**src/rtl/ramdisk_arbiter_if.sv**
```systemverilog
// Requester and RAM-disk signal bundle for ramdisk_arbiter.
// slave = arbiter side, master = controllers plus RAM disk.
interface ramdisk_arbiter_if #(
   parameter int NREQ = 2
);
   logic [NREQ-1:0]      req_valid;
   logic [NREQ-1:0]      req_write;
   logic [32*NREQ-1:0]   req_addr;
   logic [NREQ-1:0]      req_grant;
   logic [NREQ-1:0]      req_done;
   logic [16*NREQ-1:0]   req_write_data;
   logic [NREQ-1:0]      req_write_data_enable;
   logic [15:0]          req_read_data;
   logic [NREQ-1:0]      req_read_data_enable;
   logic                 ram_command_ready;
   logic                 ram_read_cmd;
   logic                 ram_write_cmd;
   logic [31:0]          ram_block_address;
   logic [15:0]          ram_write_data;
   logic                 ram_write_data_enable;
   logic [15:0]          ram_read_data;
   logic                 ram_read_data_enable;

   modport slave (
      input  req_valid,
      input  req_write,
      input  req_addr,
      input  req_write_data,
      input  ram_command_ready,
      input  ram_write_data_enable,
      input  ram_read_data,
      input  ram_read_data_enable,
      output req_grant,
      output req_done,
      output req_write_data_enable,
      output req_read_data,
      output req_read_data_enable,
      output ram_read_cmd,
      output ram_write_cmd,
      output ram_block_address,
      output ram_write_data
   );

   modport master (
      output req_valid,
      output req_write,
      output req_addr,
      output req_write_data,
      output ram_command_ready,
      output ram_write_data_enable,
      output ram_read_data,
      output ram_read_data_enable,
      input  req_grant,
      input  req_done,
      input  req_write_data_enable,
      input  req_read_data,
      input  req_read_data_enable,
      input  ram_read_cmd,
      input  ram_write_cmd,
      input  ram_block_address,
      input  ram_write_data
   );
endinterface

```
**src/rtl/ramdisk_arbiter.sv**
```systemverilog
// Round-robin arbiter sharing the SDRAM RAM-disk command/data
// port between NREQ disk-controller front ends.
module ramdisk_arbiter #(
   parameter int NREQ    = 2,
   parameter int HOLDOFF = 3
) (
   input  logic             ui_clk,
   input  logic             reset_n,
   ramdisk_arbiter_if.slave bus
);

   localparam int IW = (NREQ > 1) ? $clog2(NREQ) : 1;
   localparam int CW = $clog2(HOLDOFF + 1);

   typedef enum logic [1:0] {
      IDLE,
      ISSUE,
      BUSY,
      HOLD
   } state_t;

   state_t          state;
   state_t          state_nx;
   logic [IW-1:0]   rr;
   logic [IW-1:0]   idx;
   logic [IW-1:0]   sel;
   logic            sel_hit;
   logic [IW:0]     scan;
   logic [31:0]     sel_addr;
   logic            sel_wr;
   logic            wr;
   logic [NREQ-1:0] grant;
   logic [NREQ-1:0] done;
   logic [31:0]     addr;
   logic [CW-1:0]   cnt;
   logic [15:0]     wdata;

   // Walk backwards so the index closest to rr is the last one kept.
   always_comb begin
      sel     = rr;
      sel_hit = 1'b0;
      scan    = '0;
      for (int k = NREQ - 1; k >= 0; k--) begin
         scan = {1'b0, rr} + (IW+1)'(k);
         if (scan >= (IW+1)'(NREQ))
            scan = scan - (IW+1)'(NREQ);
         if (bus.req_valid[scan[IW-1:0]]) begin
            sel     = scan[IW-1:0];
            sel_hit = 1'b1;
         end
      end
   end

   always_comb begin
      sel_addr = '0;
      sel_wr   = 1'b0;
      for (int i = 0; i < NREQ; i++) begin
         if (sel == IW'(i)) begin
            sel_addr = bus.req_addr[32*i +: 32];
            sel_wr   = bus.req_write[i];
         end
      end
   end

   always_comb begin
      wdata = '0;
      for (int i = 0; i < NREQ; i++)
         if (grant[i])
            wdata = bus.req_write_data[16*i +: 16];
   end

   always_ff @(posedge ui_clk or negedge reset_n) begin
      if (!reset_n)
         state <= IDLE;
      else
         state <= state_nx;
   end

   always_comb begin
      state_nx = state;
      unique case (state)
         IDLE:
            if (bus.ram_command_ready && sel_hit)
               state_nx = ISSUE;
         ISSUE:
            if (!bus.ram_command_ready)
               state_nx = BUSY;
         BUSY:
            if (bus.ram_command_ready)
               state_nx = HOLD;
         HOLD:
            if (cnt == CW'(HOLDOFF - 1))
               state_nx = IDLE;
         default:
            state_nx = IDLE;
      endcase
   end

   // Request fields are captured once at selection and held
   // until the next IDLE, regardless of what the requester does.
   always_ff @(posedge ui_clk or negedge reset_n) begin
      if (!reset_n) begin
         rr    <= '0;
         idx   <= '0;
         addr  <= '0;
         wr    <= 1'b0;
         grant <= '0;
         done  <= '0;
         cnt   <= '0;
      end else begin
         done <= '0;
         if (state == IDLE && state_nx == ISSUE) begin
            idx   <= sel;
            addr  <= sel_addr;
            wr    <= sel_wr;
            grant <= NREQ'(1) << sel;
         end
         if (state == BUSY && state_nx == HOLD) begin
            done  <= grant;
            grant <= '0;
            rr    <= (idx == IW'(NREQ - 1)) ? '0 : idx + 1'b1;
         end
         if (state == HOLD)
            cnt <= cnt + 1'b1;
         else
            cnt <= '0;
      end
   end

   always_comb begin
      bus.ram_read_cmd  = 1'b0;
      bus.ram_write_cmd = 1'b0;
      if (state == ISSUE) begin
         if (wr)
            bus.ram_write_cmd = 1'b1;
         else
            bus.ram_read_cmd  = 1'b1;
      end
   end

   assign bus.req_grant         = grant;
   assign bus.req_done          = done;
   assign bus.ram_block_address = addr;
   assign bus.ram_write_data    = wdata;
   assign bus.req_read_data     = bus.ram_read_data;

   assign bus.req_write_data_enable =
      {NREQ{bus.ram_write_data_enable}} & grant;
   assign bus.req_read_data_enable =
      {NREQ{bus.ram_read_data_enable}} & grant;

endmodule

```
**src/flat_wrapper.sv**
```systemverilog
// flat-port wrapper written by rule: the top's interface ports become plain ports
module ramdisk_arbiter_flat 
#(
   parameter int NREQ    = 2,
   parameter int HOLDOFF = 3
)
  (ui_clk, reset_n, bus_req_valid, bus_req_write, bus_req_addr, bus_req_write_data, bus_ram_command_ready, bus_ram_write_data_enable, bus_ram_read_data, bus_ram_read_data_enable, bus_req_grant, bus_req_done, bus_req_write_data_enable, bus_req_read_data, bus_req_read_data_enable, bus_ram_read_cmd, bus_ram_write_cmd, bus_ram_block_address, bus_ram_write_data);
  ramdisk_arbiter_if #(.NREQ(NREQ)) bus_i ();
  input  logic ui_clk;
  input  logic reset_n;
  input wire logic [$bits(bus_i.req_valid)-1:0] bus_req_valid;
  input wire logic [$bits(bus_i.req_write)-1:0] bus_req_write;
  input wire logic [$bits(bus_i.req_addr)-1:0] bus_req_addr;
  input wire logic [$bits(bus_i.req_write_data)-1:0] bus_req_write_data;
  input wire logic [$bits(bus_i.ram_command_ready)-1:0] bus_ram_command_ready;
  input wire logic [$bits(bus_i.ram_write_data_enable)-1:0] bus_ram_write_data_enable;
  input wire logic [$bits(bus_i.ram_read_data)-1:0] bus_ram_read_data;
  input wire logic [$bits(bus_i.ram_read_data_enable)-1:0] bus_ram_read_data_enable;
  output wire logic [$bits(bus_i.req_grant)-1:0] bus_req_grant;
  output wire logic [$bits(bus_i.req_done)-1:0] bus_req_done;
  output wire logic [$bits(bus_i.req_write_data_enable)-1:0] bus_req_write_data_enable;
  output wire logic [$bits(bus_i.req_read_data)-1:0] bus_req_read_data;
  output wire logic [$bits(bus_i.req_read_data_enable)-1:0] bus_req_read_data_enable;
  output wire logic [$bits(bus_i.ram_read_cmd)-1:0] bus_ram_read_cmd;
  output wire logic [$bits(bus_i.ram_write_cmd)-1:0] bus_ram_write_cmd;
  output wire logic [$bits(bus_i.ram_block_address)-1:0] bus_ram_block_address;
  output wire logic [$bits(bus_i.ram_write_data)-1:0] bus_ram_write_data;
  assign bus_i.req_valid = bus_req_valid;
  assign bus_i.req_write = bus_req_write;
  assign bus_i.req_addr = bus_req_addr;
  assign bus_i.req_write_data = bus_req_write_data;
  assign bus_i.ram_command_ready = bus_ram_command_ready;
  assign bus_i.ram_write_data_enable = bus_ram_write_data_enable;
  assign bus_i.ram_read_data = bus_ram_read_data;
  assign bus_i.ram_read_data_enable = bus_ram_read_data_enable;
  assign bus_req_grant = bus_i.req_grant;
  assign bus_req_done = bus_i.req_done;
  assign bus_req_write_data_enable = bus_i.req_write_data_enable;
  assign bus_req_read_data = bus_i.req_read_data;
  assign bus_req_read_data_enable = bus_i.req_read_data_enable;
  assign bus_ram_read_cmd = bus_i.ram_read_cmd;
  assign bus_ram_write_cmd = bus_i.ram_write_cmd;
  assign bus_ram_block_address = bus_i.ram_block_address;
  assign bus_ram_write_data = bus_i.ram_write_data;
  ramdisk_arbiter #(.NREQ(NREQ), .HOLDOFF(HOLDOFF)) u_core (.ui_clk(ui_clk), .reset_n(reset_n), .bus(bus_i));
endmodule
```
**config.mk**
```make
export PLATFORM = sky130hd
export DESIGN_NAME = ramdisk_arbiter_flat
export DESIGN_NICKNAME = d
export VERILOG_FILES = /design/src/rtl/ramdisk_arbiter_if.sv /design/src/rtl/ramdisk_arbiter.sv /design/src/flat_wrapper.sv
export SDC_FILE = /design/constraint.sdc
export NUM_CORES = 1
export LEC_CHECK = 0
export ABC_AREA = 1
export CAP_MARGIN = 20
export CELL_PAD_IN_SITES_DETAIL_PLACEMENT = 1
export CELL_PAD_IN_SITES_GLOBAL_PLACEMENT = 2
export CORE_ASPECT_RATIO = 1.25
export CORE_UTILIZATION = 16
export DETAILED_ROUTE_END_ITERATION = 16
export GPL_ROUTABILITY_DRIVEN = 0
export PLACE_DENSITY = 0.88
export SLEW_MARGIN = 20
export SYNTH_ARGS = -nofsm -noshare
export SYNTH_HDL_FRONTEND = slang
export SYNTH_SLANG_ARGS = --single-unit
```
**constraint.sdc**
```tcl
create_clock -name ui_clk -period 1.3 [get_ports ui_clk]
set_input_delay 0.26 -clock ui_clk [delete_from_list [all_inputs] [get_ports ui_clk]]
set_output_delay 0.26 -clock ui_clk [all_outputs]
set_load 0.01 [all_outputs]
```
==> flow_metrics.tcl <==
set metrics [dict create \
    nFillCells 1904 \
    rsz0062_at_grt "yes" \
    final-setup-viol-count 57 \
    timing.rr.end "u_core.bus.req_grant[1]$_DFFE_PN0P_" \
    n_antenna_cell 0 \
    worstMarginPinSlew_ns 0.310 \
    grt_pass1_wl_um 18700 \
    synth_top_cell_by_area "dfrtp_1" \
    htree_num_levels 2 \
    hpwl_um 7890 \
    fin_crit_ns 1.51 \
    syn_nets 531 \
    ir_worst_vdd_v 0.000497 \
    layout.cells.non_filler 806 \
    fp-row-count 52 \
    cts_sinks 43 \
    grt-ovfl-total 0 \
    io_pins 195 \
    setup_tns_ns -4.23 \
    synth_seq_cells 43 \
    min_path_type "reg -> reg" \
    synth_top_area_frac 0.398 \
    core_area_um2 16300 \
    grt_max_degree 44 \
    yosys_warnings 0 \
    num-nets-final 713 \
    rrSetupSlack_ns -0.04 \
    max_stage_delay_ns 0.40 \
    final_layout_size_suffix_gt1_frac 0.329 \
    drv_cap 0 \
    io_buffers 162 \
    leakagePower_nw 2.92 \
    p_total_w 0.00969 \
    outcome "finished with violations" \
    cts_max_path_buffers 2 \
    start_util 0.166 \
    synth_edf_count 0 \
    yosysSeqAreaShare 0.398 \
    critPathRequiredTime_ns 1.04 \
    dp_cells 777 \
    slowest_stage "dfrtp_1" \
    end_kind "output port" \
    violations "setup timing" \
    fin_skew_ns 0.00470 \
    cts_inserted_buffers 5 \
    holdWs_ns 0.426 \
    crit_path_start_kind "register" \
    firstDrtPassIters 4 \
    via_per_inst 4.06 \
    seq_area_um2 1080 \
    wire_per_inst_um 15.2 \
    arrival_ns 1.25 \
    min_period_over_period 1.16 \
    drc 0 \
    syn_area_um2 2700 \
    avgSynthCellArea_um2 6.61 \
    cp_top_family "buffers and inverters" \
    rr_worst_depth 7 \
    num_vias 3271 \
    power.density_nw_per_um2 1710 \
    synthCells 409 \
    fmax_mhz 660 \
    path_buf_inv 3 \
    grtUsageTotal 0.139 \
    relSlewSlack 0.793 \
    cp_max_fo 6 \
    dieHeight_um 147 \
    hold_violations 0 \
    die_w_um 118 \
    worstSetupPathDepth 5 \
    clk_latency_ns 0.28 \
    synth_common_cells "143 x nand2_1, 88 x nand3_1, 78 x inv_1" \
    synthTopCellsByArea "dfrtp_1 40%, nand2_1 20%, nand3_1 16%, inv_1 11%, buf_4 4.4%" \
    dpl_worst_slack_ns -0.395 \
    async_reset_ff_frac 1.00 \
    critPathKind "reg -> out" \
    ys_types 19 \
    path_cells "buf_12 -> buf_8 -> nand3_2 -> nand2_1 -> buf_2" \
    clk_pin_slew_ns 0.06 \
    synth_flop_cell "dfrtp_1" \
    first_iter_violations 69 \
    rr_startpoint "u_core.state[1]$_DFF_PN0_" \
    grt_pass1_vias 3513 \
    antenna_left 0 \
    area_delta_synth_final_pct 110 \
    finalMaxSlewViolations 0 \
    wirelength_um 12200 \
    layout_setup_ws_ns -0.214 \
    cts_tree "built" \
    yosysMostFrequentCell "nand2_1" \
    grt_antenna_before_repair 0 \
    crit_start "u_core.bus.req_grant[0]$_DFFE_PN0P_" \
    cts-root-buf "clkbuf_16" \
    multi_input_area_um2 1610 \
    dieArea_um2 17400 \
    endpoint "bus_ram_write_data[9]" \
]
registers in the layout (all words and copies together) (netlist names):
register	cells
u_core.bus.ram_block_address	32
u_core.bus.req_done	2
u_core.bus.req_grant	2
u_core.cnt	2
u_core.idx	1
u_core.rr	1
u_core.state	2
u_core.wr	1
per-layer routing:
metal | part of all wire | track usage | routed length (um) | vias up
li1 | - | - | - | 1581
met3 | 0.045 | 0.0221 | 545 | 20
met5 | 0 | 0 | 0 | -
met1 | 0.37 | 0.147 | 4490 | 1558
met2 | 0.57 | 0.274 | 6930 | 112
met4 | 0.021 | 0.0474 | 254 | 0
cells by family after synthesis:
| group | Yosys count | share of synthesized area |
|---|---|---|
| flip-flops | 43 | 0.398 |
| buffers and inverters | 116 | 0.199 |
| adder cells (fa/ha/maj) | 1 | 0.00463 |
| AND/OR/NAND/NOR | 245 | 0.391 |
| AO/OA/AOI/OAI | 4 | 0.00740 |
what timing repair did:
item / 4_1_cts / 5_1_grt
setup buffers: 11 / 4
endpoints found under the hold margin: 43 / 0
hold buffers: 1 / 0
setup endpoints to repair: 94 / 59
pin swaps: 10 / 44
gates resized for setup: 195 / 139
cloned: 8 / 1
worst min-delay path by stage:
stage                            start                                           to  slack, ns  cells past startpoint
2_1_floorplan                  reset_n  u_core.bus.ram_block_address[0]$_DFFE_PN0P_      -0.04                      0
3_3_place_gp                   reset_n  u_core.bus.ram_block_address[6]$_DFFE_PN0P_       0.26                      2
3_5_place_dp                   reset_n  u_core.bus.ram_block_address[6]$_DFFE_PN0P_       0.27                      2
4_1_cts        u_core.cnt[0]$_DFF_PN0_                      u_core.cnt[0]$_DFF_PN0_       0.43                      1
5_1_grt        u_core.cnt[0]$_DFF_PN0_                      u_core.cnt[0]$_DFF_PN0_       0.47                      1
6_report       u_core.cnt[0]$_DFF_PN0_                      u_core.cnt[0]$_DFF_PN0_       0.43                      1
power breakdown:
part / switching (W) / internal (W) / leakage [nW]
logic: 0.00281 / 0.00308 / 2.32
clock network: 0.000517 / 0.000693 / 0.0628
registers: 0.000629 / 0.00196 / 0.540
total: 0.00395 / 0.00574 / 2.92
through the flow:
step | utilization | cell area [um2]
after floorplan | - | 2700
after global placement | 0.285 | 4650
after CTS | 0.315 | 5140
after detailed placement | 0.285 | 4650
after global routing | 0.347 | 5670
final | 0.347 | 5670
placed cells by master (no fill, tap or decap), types with 2 or more instances in the layout:
cell type,instances
dfrtp_1,42
nor2_1,6
a21oi_1,2
buf_8,4
clkdlybuf4s15_1,5
buf_6,19
buf_2,15
nand3_2,17
dlygate4sd2_1,30
clkbuf_16,6
nand2_2,47
buf_4,16
buf_12,9
o21ai_0,2
nor2_2,2
nand2_1,58
clkdlybuf4s50_1,101
buf_16,9
nand3_1,71
nand2_4,40
inv_2,3
inv_1,75
final cells by class:
type | count | share of cell area
Multi-Input combinational cell | 250 | 0.285
Sequential cell | 43 | 0.190
Inverter | 80 | 0.0547
Clock buffer | 6 | 0.0227
Timing Repair Buffer | 211 | 0.400
Tap cell | 216 | 0.0477
Power figures use the tool's default switching activity.
